--- config.mk ---
export PLATFORM = sky130hd
export DESIGN_NAME = memory_port_arbiter
export DESIGN_NICKNAME = d
export VERILOG_FILES = /design/src/rtl/memory_port_arbiter.sv
export SDC_FILE = /design/constraint.sdc
export NUM_CORES = 1
export LEC_CHECK = 0
export BUFFER_PORTS_ARGS = -buffer_cell sky130_fd_sc_hd__clkbuf_2
export CAP_MARGIN = 20
export CORE_MARGIN = 2
export CORE_UTILIZATION = 40
export DETAILED_ROUTE_END_ITERATION = 8
export PLACE_DENSITY = 0.74
export RECOVER_POWER = 50
export SLEW_MARGIN = 15
export SYNTH_ARGS = -nofsm -noshare
export SYNTH_HDL_FRONTEND = slang
export SYNTH_SLANG_ARGS = --single-unit
--- constraint.sdc ---
create_clock -name clock -period 1.8 [get_ports clock]
set_input_delay 0.36 -clock clock [delete_from_list [all_inputs] [get_ports clock]]
set_output_delay 0.36 -clock clock [all_outputs]
set_load 0.05 [all_outputs]
--- src/rtl/memory_port_arbiter.sv ---
// memory_port_arbiter: shares one Avalon-style memory master between fetch (I) and data (D), D first with an I anti-starvation limit
module memory_port_arbiter #(
   parameter int unsigned STARVE_LIMIT = 4
) (
   input  logic        clock,
   input  logic        reset_n,
   input  logic        i_req,
   input  logic [31:0] i_address,
   input  logic        i_cancel,
   output logic        i_hold,
   output logic        i_done,
   output logic [31:0] i_rdata,
   input  logic        d_req,
   input  logic        d_write,
   input  logic [31:0] d_address,
   input  logic [31:0] d_wdata,
   output logic        d_hold,
   output logic        d_done,
   output logic [31:0] d_rdata,
   output logic        mem_read,
   output logic        mem_write,
   output logic [31:0] mem_address,
   output logic [31:0] mem_writedata,
   input  logic        mem_waitrequest,
   input  logic [31:0] mem_readdata,
   input  logic        mem_readdatavalid
);
   typedef enum logic [1:0] {IDLE, ISSUE, WAIT_READ, DONE} state_t;
   localparam logic [3:0] LIMIT = 4'(STARVE_LIMIT);
   state_t state_q, state_d;
   logic own_q, own_d, write_q, write_d, cancel_q, cancel_d;
   logic [3:0] cnt_q, cnt_d;
   logic [31:0] addr_q, addr_d, wdata_q, wdata_d;
   logic [31:0] i_rdata_q, i_rdata_d, d_rdata_q, d_rdata_d;
   logic grant_d, grant_i;
   assign grant_d = d_req && (!i_req || cnt_q < LIMIT);
   assign grant_i = !grant_d && i_req && !i_cancel;
   always_comb begin
      state_d   = state_q;
      own_d     = own_q;
      write_d   = write_q;
      cancel_d  = cancel_q;
      cnt_d     = cnt_q;
      addr_d    = addr_q;
      wdata_d   = wdata_q;
      i_rdata_d = i_rdata_q;
      d_rdata_d = d_rdata_q;
      case (state_q)
         IDLE: begin
            if (grant_d || grant_i) begin
               state_d = ISSUE;
               own_d   = grant_d;
               addr_d  = grant_d ? d_address : i_address;
               write_d = grant_d && d_write;
               wdata_d = d_wdata;
               cnt_d   = (grant_d && i_req) ? cnt_q + 4'd1 : 4'd0;
            end
         end
         ISSUE: begin
            if (!mem_waitrequest) state_d = write_q ? DONE : WAIT_READ;
            if (!own_q && i_cancel) cancel_d = 1'b1;
         end
         WAIT_READ: begin
            if (mem_readdatavalid) begin
               state_d   = DONE;
               i_rdata_d = own_q ? i_rdata_q : mem_readdata;
               d_rdata_d = own_q ? mem_readdata : d_rdata_q;
            end
            if (!own_q && i_cancel) cancel_d = 1'b1;
         end
         DONE: begin
            state_d  = IDLE;
            cancel_d = 1'b0;
         end
         default: state_d = IDLE;
      endcase
   end
   always_ff @(posedge clock) begin
      if (!reset_n) begin
         state_q   <= IDLE;
         own_q     <= 1'b0;
         write_q   <= 1'b0;
         cancel_q  <= 1'b0;
         cnt_q     <= 4'd0;
         addr_q    <= 32'd0;
         wdata_q   <= 32'd0;
         i_rdata_q <= 32'd0;
         d_rdata_q <= 32'd0;
      end else begin
         state_q   <= state_d;
         own_q     <= own_d;
         write_q   <= write_d;
         cancel_q  <= cancel_d;
         cnt_q     <= cnt_d;
         addr_q    <= addr_d;
         wdata_q   <= wdata_d;
         i_rdata_q <= i_rdata_d;
         d_rdata_q <= d_rdata_d;
      end
   end
   // a cancelled fetch still completes on the bus but never reports done
   assign i_done        = (state_q == DONE) && !own_q && !cancel_q;
   assign d_done        = (state_q == DONE) && own_q;
   assign i_hold        = i_req && !i_done;
   assign d_hold        = d_req && !d_done;
   assign i_rdata       = i_rdata_q;
   assign d_rdata       = d_rdata_q;
   assign mem_read      = (state_q == ISSUE) && !write_q;
   assign mem_write     = (state_q == ISSUE) && write_q;
   assign mem_address   = addr_q;
   assign mem_writedata = wdata_q;
endmodule

==> impl_metrics.json, run 1 <==
{
  "status": "finished with violations",
  "violations": "setup timing",
  "ff2ff_path_depth": 7,
  "min_period_ns": 1.82,
  "grt-ovfl-total": 0,
  "tightestPinTransition_ns": 0.593,
  "num_vias": 5348,
  "drc": 0,
  "ant_nets": 0,
  "p_switching_mw": 4.80,
  "core_area_mm2": 0.0131,
  "n_fill_cell": 1214,
  "die_y_um": 119,
  "final.setup.tns_ns": -0.0295,
  "ir_drop_mv": 1.17,
  "synth_nets": 779,
  "max_stage_delay_ns": 0.33,
  "hold_buffers": 0,
  "p_int_mw": 7.51,
  "clk_pin_slew_ns": 0.06,
  "setup_viol": 3,
  "cts.path.max_buffers": 2,
  "rsz0062_at_grt": "true",
  "syn_inst": 637,
  "switching_share_pct": 39.0,
  "cts-root-buf": "clkbuf_16",
  "crit_arrival_ns": 1.46,
  "hold_viol": 0,
  "first_pass_iters": 4,
  "n_antenna_cell": 0,
  "whs_path_depth": 3,
  "drv_cap": 0,
  "start_util_pct": 40.6,
  "sequentialPowerShare_pct": 31.4,
  "synth-seq-area-share_pct": 51.4,
  "critPathKind": "reg2out",
  "grt_pass1_vias": 5008,
  "cts.sinks": 137,
  "cts_buffers": 17,
  "drive_above_1_share_pct": 37.3,
  "netlist_area_mm2": 0.00533,
  "cp.required_ns": 1.44,
  "synth_mux_area_share_pct": 0,
  "num-nets-final": 1036,
  "syn_avg_cell_area_um2": 8.37,
  "synth_simple_gate_area_share_pct": 25.4,
  "vias_per_cell": 4.94,
  "die-area_mm2": 0.0143,
  "combPwrFrac_pct": 36.1,
  "detailed_place_hpwl_mm": 10.4,
  "p_leak_nw": 3.57,
  "synthToLayoutAreaGrowth_pct": 44.7,
  "cp_top_family": "flip-flops",
  "yosys.area_share.adder_pct": 1.41,
  "place.gp.congestion": 0.789,
  "ys_types": 38,
  "grt_max_degree": 88,
  "wire_per_inst_um": 14.0,
  "period_share_pct": 101,
  "end_kind": "output pin",
  "pre_cts_ws_ns": 0.0150,
  "worstSkewPairLatency_ns": 0.42,
  "maxSlewHeadroom_pct": 60.6,
  "drt_iter0_drc": 301,
  "portBuffers": 269,
  "h-tree-depth": 4,
  "track_usage_pct": 21.2,
  "synth_top_family_by_area": "simple AND/OR/NAND/NOR gates",
  "wirelength_mm": 15.2,
  "path_cells": "buf_6 > ha_4 > nor3b_4 > nor2b_2 > buf_8",
  "clkPwrFrac_pct": 32.6,
  "worstPathMaxFanout": 3,
  "p_per_area_mw_per_mm2": 1590,
  "antenna_found_initial": 0,
  "synth_warnings": 0,
  "slew_violations": 0,
  "grt_pass1_wl_mm": 24.2,
  "cp-start-kind": "flop",
  "worst_slack_ns": -0.0238,
  "cts_tree": "done",
  "hp-class": "in2reg",
  "cp.depth": 5,
  "max_freq_ghz": 0.548,
  "synth_compound_area_share_pct": 16.9,
  "die_w_um": 119,
  "ys_ff_latch": 137,
  "total_power_mw": 12.3,
  "synth_xor_area_share_pct": 0,
  "fin_skew_ns": 0.00644,
  "fp-row-count": 42,
  "crit_buf_inv": 2,
  "ios": 270,
  "crit_slowest_cell": "dfxtp_2"
}
[placed cells by master (no fill, tap or decap), types with 2 or more instances in the layout]
master       n
a21boi_0    52
a21boi_1    14
a21oi_1      2
and2_4       2
buf_12       7
buf_4       16
buf_6        3
buf_8        2
bufinv_16    6
clkbuf_1     2
clkbuf_16   17
clkbuf_2   261
clkbuf_8     3
clkinv_2     2
dfxtp_1    134
dfxtp_2      3
ha_1         3
ha_4         3
inv_1        3
nand2_1    168
nand3_1     70
nor2_1      65
nor2b_1      2
nor2b_2      2
o21ai_0      2
o21ai_1      5
o221ai_1    31
[synthesized netlist by cell type, drive strengths merged]
| library cell | n | share of area (%) |
|---|---|---|
| a21boi | 66 | 9.3 |
| ha | 6 | 1.4 |
| dfxtp | 137 | 51 |
| and3 | 1 | 0.12 |
| clkbuf | 30 | 2.1 |
| o211ai | 1 | 0.14 |
| o311ai | 1 | 0.16 |
| a2111o | 1 | 0.21 |
| nor2b | 5 | 0.59 |
| a41oi | 1 | 0.16 |
| a21oi | 2 | 0.19 |
| or2 | 1 | 0.12 |
| buf | 22 | 2.5 |
| o221ai | 31 | 5.1 |
| or3 | 1 | 0.12 |
| nor4b | 1 | 0.16 |
| nand2 | 168 | 12 |
| nor3 | 1 | 0.094 |
| o2111a | 1 | 0.21 |
| nor2 | 66 | 4.6 |
| and2 | 3 | 0.35 |
| nand2b | 1 | 0.12 |
| o31ai | 2 | 0.28 |
| o21ai | 7 | 0.66 |
| o21a | 1 | 0.14 |
| nand3 | 70 | 6.6 |
| o31a | 1 | 0.16 |
| nand3b | 1 | 0.14 |
| o311a | 1 | 0.19 |
| nor3b | 2 | 0.38 |
| nand4b | 1 | 0.16 |
| inv | 4 | 0.28 |
[kinds of logic (layout without fill, tap and decap cells)]
logic type | Yosys count | count (layout)
and+or+nand+nor | 322 | 322
DFF | 137 | 137
adders and majority gates | 6 | 6
buffers and inverters | 56 | 326
AOI/OAI and AO/OA | 116 | 116
[timing repair]
| item | in CTS | in global routing |
|---|---|---|
| resized for setup | 15 | 19 |
| pin swaps | 1 | 1 |
| buffers inserted | 2 | 1 |
| endpoints found under the setup margin | 6 | 90 |
| cloned | 0 | 0 |
[stage by stage]
stage	cell area [um^2]	hold slack [ns]	instances	util [%]
after floorplan	5350	0.445	637	-
after global routing	7720	0.147	1083	58.7
after CTS	7660	0.135	1082	58.3
after detailed placement	6920	0.440	1049	52.7
final	7720	0.153	1083	58.7
after global placement	6920	0.435	1049	52.7
[sequential cells by signal, indices dropped and copies added, names as in the netlist]
name / flops
cancel_q: 1
cnt_q: 4
own_q: 1
mem_address: 32
write_q: 1
i_rdata: 32
state_q: 2
mem_writedata: 32
d_rdata: 32
[worst reg2reg max path: stages (launching register included)]
cell      delay [ns]
dfxtp_2         0.33
inv_1           0.15
ha_4            0.18
nand2_1         0.08
or3_1           0.36
buf_12          0.18
o221ai_1        0.21
nor2_1          0.07
[routing by layer]
layer	global-route usage, %	vias to the layer above	wire, um
li1	-	2680	-
met1	25.3	2449	6510
met2	35.6	197	7310
met3	6.18	22	1070
met4	8.75	0	284
met5	0	-	0
[final cells by class]
class | instances | area [um^2] | area share (%)
clock buffer | 21 | 470 | 6.10
clock inverter | 11 | 215 | 2.79
inverter | 4 | 15.0 | 0.195
multi-input combinational | 444 | 2420 | 31.3
sequential | 137 | 2750 | 35.6
tap | 176 | 220 | 2.85
timing repair buffer | 290 | 1630 | 21.2
[power by group through the flow]
stage / Combinational, mW / Sequential, mW / Clock [mW]
after global routing: 4.75 / 3.93 / 4.23
final: 4.44 / 3.86 / 4.01
after detailed placement: 4.30 / 3.89 / 0
after floorplan: 1.52 / 5.49 / 0
after global placement: 4.30 / 3.88 / 0
after CTS: 4.35 / 3.85 / 4.08
[worst paths after layout]
check	endpoint	slack (ns)	startpoint
max	i_hold	-0.02	state_q[1]
min	mem_writedata[15]	0.15	d_wdata[15]
max reg2reg	mem_address[30]	0.13	state_q[1]
min reg2reg	mem_writedata[9]	0.45	mem_writedata[9]
(Power assumes the default switching activity.)
==> inputs of run 2 (changes only) <==
CTS_CLUSTER_DIAMETER = 50   (was not set)
SKIP_LAST_GASP = 1   (was not set)
==> impl_metrics.json, run 2 (synthesis gave the netlist of run 1 again) <==
{
  "max_freq_ghz": 0.548,
  "num_vias": 5311,
  "drc": 0,
  "critPathKind": "reg2out",
  "first_pass_iters": 4,
  "crit_arrival_ns": 1.46,
  "portBuffers": 269,
  "slew_violations": 0,
  "drt_iter0_drc": 347,
  "p_per_area_mw_per_mm2": 1610,
  "min_period_ns": 1.82,
  "tightestPinTransition_ns": 0.677,
  "h-tree-depth": 4,
  "setup_viol": 3,
  "core_area_mm2": 0.0131,
  "worst_slack_ns": -0.0245,
  "grt_pass1_vias": 5008,
  "die-area_mm2": 0.0143,
  "num-nets-final": 1036,
  "die_w_um": 119,
  "ant_nets": 0,
  "final_common_cell": "nand2_1",
  "worstPathMaxFanout": 3,
  "rsz0062_at_grt": "true",
  "maxSlewHeadroom_pct": 55.1,
  "layout_common_cells": "nand2_1, dfxtp_1, clkbuf_2, clkbuf_1, nand3_1",
  "n_fill_cell": 1279,
  "period_share_pct": 101,
  "grt_max_degree": 88,
  "n_antenna_cell": 0,
  "worstSkewPairLatency_ns": 0.42,
  "vias_per_cell": 4.90,
  "wire_per_inst_um": 14.0,
  "cts_buffers": 17,
  "status": "finished with violations",
  "total_power_mw": 12.1,
  "grt-ovfl-total": 0,
  "end_kind": "output pin",
  "track_usage_pct": 21.2,
  "drv_cap": 0,
  "fin_skew_ns": 0.00564,
  "cp.required_ns": 1.44,
  "hold_buffers": 0,
  "synthToLayoutAreaGrowth_pct": 41.6,
  "cts.sinks": 137,
  "drive_above_1_share_pct": 23.3,
  "p_leak_nw": 3.14,
  "violations": "setup timing",
  "cp-start-kind": "flop",
  "place.gp.congestion": 0.789,
  "cts_tree": "done",
  "grt_pass1_wl_mm": 24.2,
  "ir_drop_mv": 1.16,
  "hold_viol": 0,
  "cts-root-buf": "clkbuf_16",
  "fp-row-count": 42,
  "wirelength_mm": 15.2,
  "hp-class": "in2reg",
  "antenna_found_initial": 0,
  "die_y_um": 119,
  "start_util_pct": 40.6,
  "cts.path.max_buffers": 2,
  "timing.hold.ws_ns": 0.154,
  "ios": 270,
  "detailed_place_hpwl_mm": 10.4,
  "clk_pin_slew_ns": 0.06
}
run 2: cell types whose count changed in the layout (fill, tap and decap cells not counted), sizes merged:
cell	previous run	this run
buf	28	27
clkbuf	283	284
run 2: area by class of cell:
type,instances,area [um^2],area share [%]
inverter,4,15.0,0.199
clock inverter,11,215,2.85
clock buffer,21,470,6.23
tap,176,220,2.92
sequential,137,2750,36.4
timing repair buffer,290,1480,19.5
multi-input combinational,444,2410,31.9
run 2: power breakdown:
group          internal [mW]  leakage, nW  switching [mW]
clock                   2.71        0.334            1.30
combinational           1.09         1.68            3.19
sequential              3.56         1.12           0.295
run 2: worst paths after layout:
kind | startpoint | end | slack, ns | cells after the start
setup reg to reg | state_q[1] | mem_address[5] | 0.09 | 7
hold / removal | d_wdata[15] | mem_writedata[15] | 0.15 | 3
setup / recovery | state_q[1] | i_hold | -0.02 | 5
hold reg to reg | mem_writedata[9] | mem_writedata[9] | 0.45 | 2
run 2: metrics by stage:
stage | utilization, % | area (um^2) | instances | setup TNS [ns] | worst slack, ns
final | 57.5 | 7550 | 1083 | -0.0342 | -0.0245
after global placement | 52.7 | 6920 | 1049 | 0 | 0.0526
after global routing | 57.5 | 7550 | 1083 | -0.267 | -0.0778
after detailed placement | 52.7 | 6920 | 1049 | 0 | 0.0150
after floorplan | - | 5350 | 637 | -0.0414 | -0.0414
after CTS | 58.3 | 7660 | 1082 | -0.773 | -0.0734
run 2: per-layer routing:
| layer | GRT usage [%] | vias up | routed length (um) |
|---|---|---|---|
| li1 | - | 2674 | - |
| met1 | 25.3 | 2423 | 6500 |
| met2 | 35.6 | 192 | 7310 |
| met3 | 6.18 | 22 | 1120 |
| met4 | 8.75 | 0 | 284 |
| met5 | 0 | - | 0 |
run 2: repair_timing:
action	CTS	global route
buffers inserted	2	1
pin swaps	1	1
endpoints found under the setup margin	6	90
gates resized for setup	15	16
run 2: critical path: stages (launching register included):
cell and delay [ns]:
dfxtp_2 0.33, buf_6 0.11, ha_4 0.15, nor3b_4 0.15, nor2b_2 0.14, buf_8 0.16
==> inputs of run 3 (changes only) <==
==> constraint.sdc (replaced) <==
create_clock -name clock -period 1.8 [get_ports clock]
set_input_delay 0.18 -clock clock [delete_from_list [all_inputs] [get_ports clock]]
set_output_delay 0.18 -clock clock [all_outputs]
set_load 0.05 [all_outputs]
==> impl_metrics.json, run 3 (synthesis gave the netlist of run 1 again) <==
{
  "final.setup.tns_ns": 0,
  "ant_nets": 0,
  "grt_pass1_wl_mm": 25.0,
  "cts_setup_buffers": 0,
  "layout_common_cells": "nand2_1, dfxtp_1, clkbuf_2, clkbuf_1, nand3_1",
  "grt_pass1_vias": 5183,
  "wire_per_inst_um": 14.2,
  "crit_slowest_cell": "clkbuf_2",
  "final_common_cell": "nand2_1",
  "cts_tree": "done",
  "grt_max_degree": 111,
  "portBuffers": 269,
  "die-area_mm2": 0.0143,
  "end_kind": "output pin",
  "place.gp.congestion": 0.797,
  "slew_violations": 0,
  "wl_met2_mm": 7.76,
  "cts.sinks": 137,
  "whs_path_depth": 3,
  "wirelength_mm": 15.8,
  "start_util_pct": 40.6,
  "path_cells": "inv_1 > ha_1 > nor2b_1 > clkbuf_2",
  "h-tree-depth": 4,
  "drv_cap": 0,
  "top_layer": "met4",
  "cts_buffers": 17,
  "maxSlewHeadroom_pct": 55.5,
  "cp.required_ns": 1.62,
  "wl_met3_mm": 1.08,
  "max_freq_ghz": 0.577,
  "tightestPinTransition_ns": 0.670,
  "core_area_mm2": 0.0131,
  "fin_skew_ns": 0.00485,
  "drive_above_1_share_pct": 20.4,
  "num_vias": 5491,
  "fp-row-count": 42,
  "r2r_end": "mem_address[25]",
  "drc": 0,
  "n_antenna_cell": 0,
  "first_pass_iters": 4,
  "hold_viol": 0,
  "synthToLayoutAreaGrowth_pct": 45.2,
  "drt_iter0_drc": 387,
  "crit_arrival_ns": 1.55,
  "worstPathMaxFanout": 3,
  "ios": 270,
  "die_w_um": 119,
  "r2r_setup_slack_ns": 0.13,
  "cp-start-kind": "flop",
  "cts-root-buf": "clkbuf_16",
  "antenna_found_initial": 0,
  "r2r_start": "state_q[0]",
  "grt-ovfl-total": 0,
  "detailed_place_hpwl_mm": 10.2,
  "hp-class": "in2reg",
  "max_stage_delay_ns": 0.31,
  "ir_drop_mv": 0.978,
  "cts.path.max_buffers": 2,
  "p_leak_nw": 3.20,
  "status": "complete, no violations",
  "setup_viol": 0,
  "worstHoldEndpoint": "mem_writedata[10]",
  "min_period_ns": 1.73,
  "drt-met1-wl_mm": 6.63,
  "crit_buf_inv": 2,
  "worstHoldStart": "d_wdata[10]",
  "rsz0062_at_grt": "true",
  "vias_per_cell": 4.94,
  "track_usage_pct": 21.7,
  "period_share_pct": 96.3,
  "cp_top_family": "buffers and inverters",
  "post-route-util_pct": 59.0,
  "clk_pin_slew_ns": 0.05,
  "ff2ff_path_depth": 7,
  "total_power_mw": 11.6,
  "worstSkewPairLatency_ns": 0.41,
  "p_per_area_mw_per_mm2": 1500,
  "critPathKind": "reg2out",
  "num-nets-final": 1067,
  "die_y_um": 119
}
run 3: changes by cell type in the layout (fill, tap and decap cells not counted), sizes merged:
| cell | delta |
|---|---|
| buf | -11 |
| bufinv | -3 |
| inv | -1 |
| dlygate4sd3 | +40 |
| clkinv | +1 |
| clkbuf | +3 |
run 3: metrics by stage:
| step | instances | area [um^2] | hold WS (ns) | setup WS (ns) |
|---|---|---|---|---|
| 5_1_grt | 1112 | 7740 | 0.000857 | -0.0157 |
| 3_5_place_dp | 1042 | 6880 | 0.398 | 0.0188 |
| 3_3_place_gp | 1042 | 6880 | 0.394 | 0.101 |
| 4_1_cts | 1112 | 7880 | 0.0000227 | -0.0280 |
| 2_1_floorplan | 637 | 5350 | 0.310 | 0.139 |
| 6_report | 1112 | 7740 | 0.0104 | 0.0668 |
run 3: layout make-up:
type,instances,area (um^2)
clock buffers,22,464
multi-input cells,444,2380
flip-flops and latches,137,2740
fillers,1244,5390
well taps,176,220
clock inverters,8,121
repair buffers,321,1800
inverters,4,15.0
run 3: how the worst max path moves through the flow:
| stage | endpoint | start | cells after the start |
|---|---|---|---|
| global placement | i_rdata[4] | state_q[0] | 6 |
| floorplan | i_hold | state_q[0] | 3 |
| CTS | d_hold | state_q[1] | 5 |
| detailed placement | i_rdata[8] | state_q[0] | 6 |
| global route | mem_read | state_q[1] | 4 |
| finish | mem_read | state_q[1] | 4 |
run 3: worst min-delay path, delay by kind of cell:
kind	cells	cell delay (ns)
buffers and inverters	1	0.07
AND/OR/NAND/NOR	2	0.13
run 3: metal layers:
metal / vias up / GRT usage (%)
li1: 2727 / -
met2: 216 / 36.7
met4: 0 / 8.16
met1: 2518 / 26.0
met5: - / 0
met3: 30 / 6.61
run 3: power by group:
part	switching (mW)	internal, mW
logic	3.19	1.12
registers	0.287	3.56
clock network	1.23	2.23
total	4.71	6.90
run 3: repair_timing:
item                                    in CTS  in global routing
endpoints found under the setup margin       5                 48
hold endpoints to repair                    42                  0
hold buffers                                40                  0
gates resized for setup                      6                  9
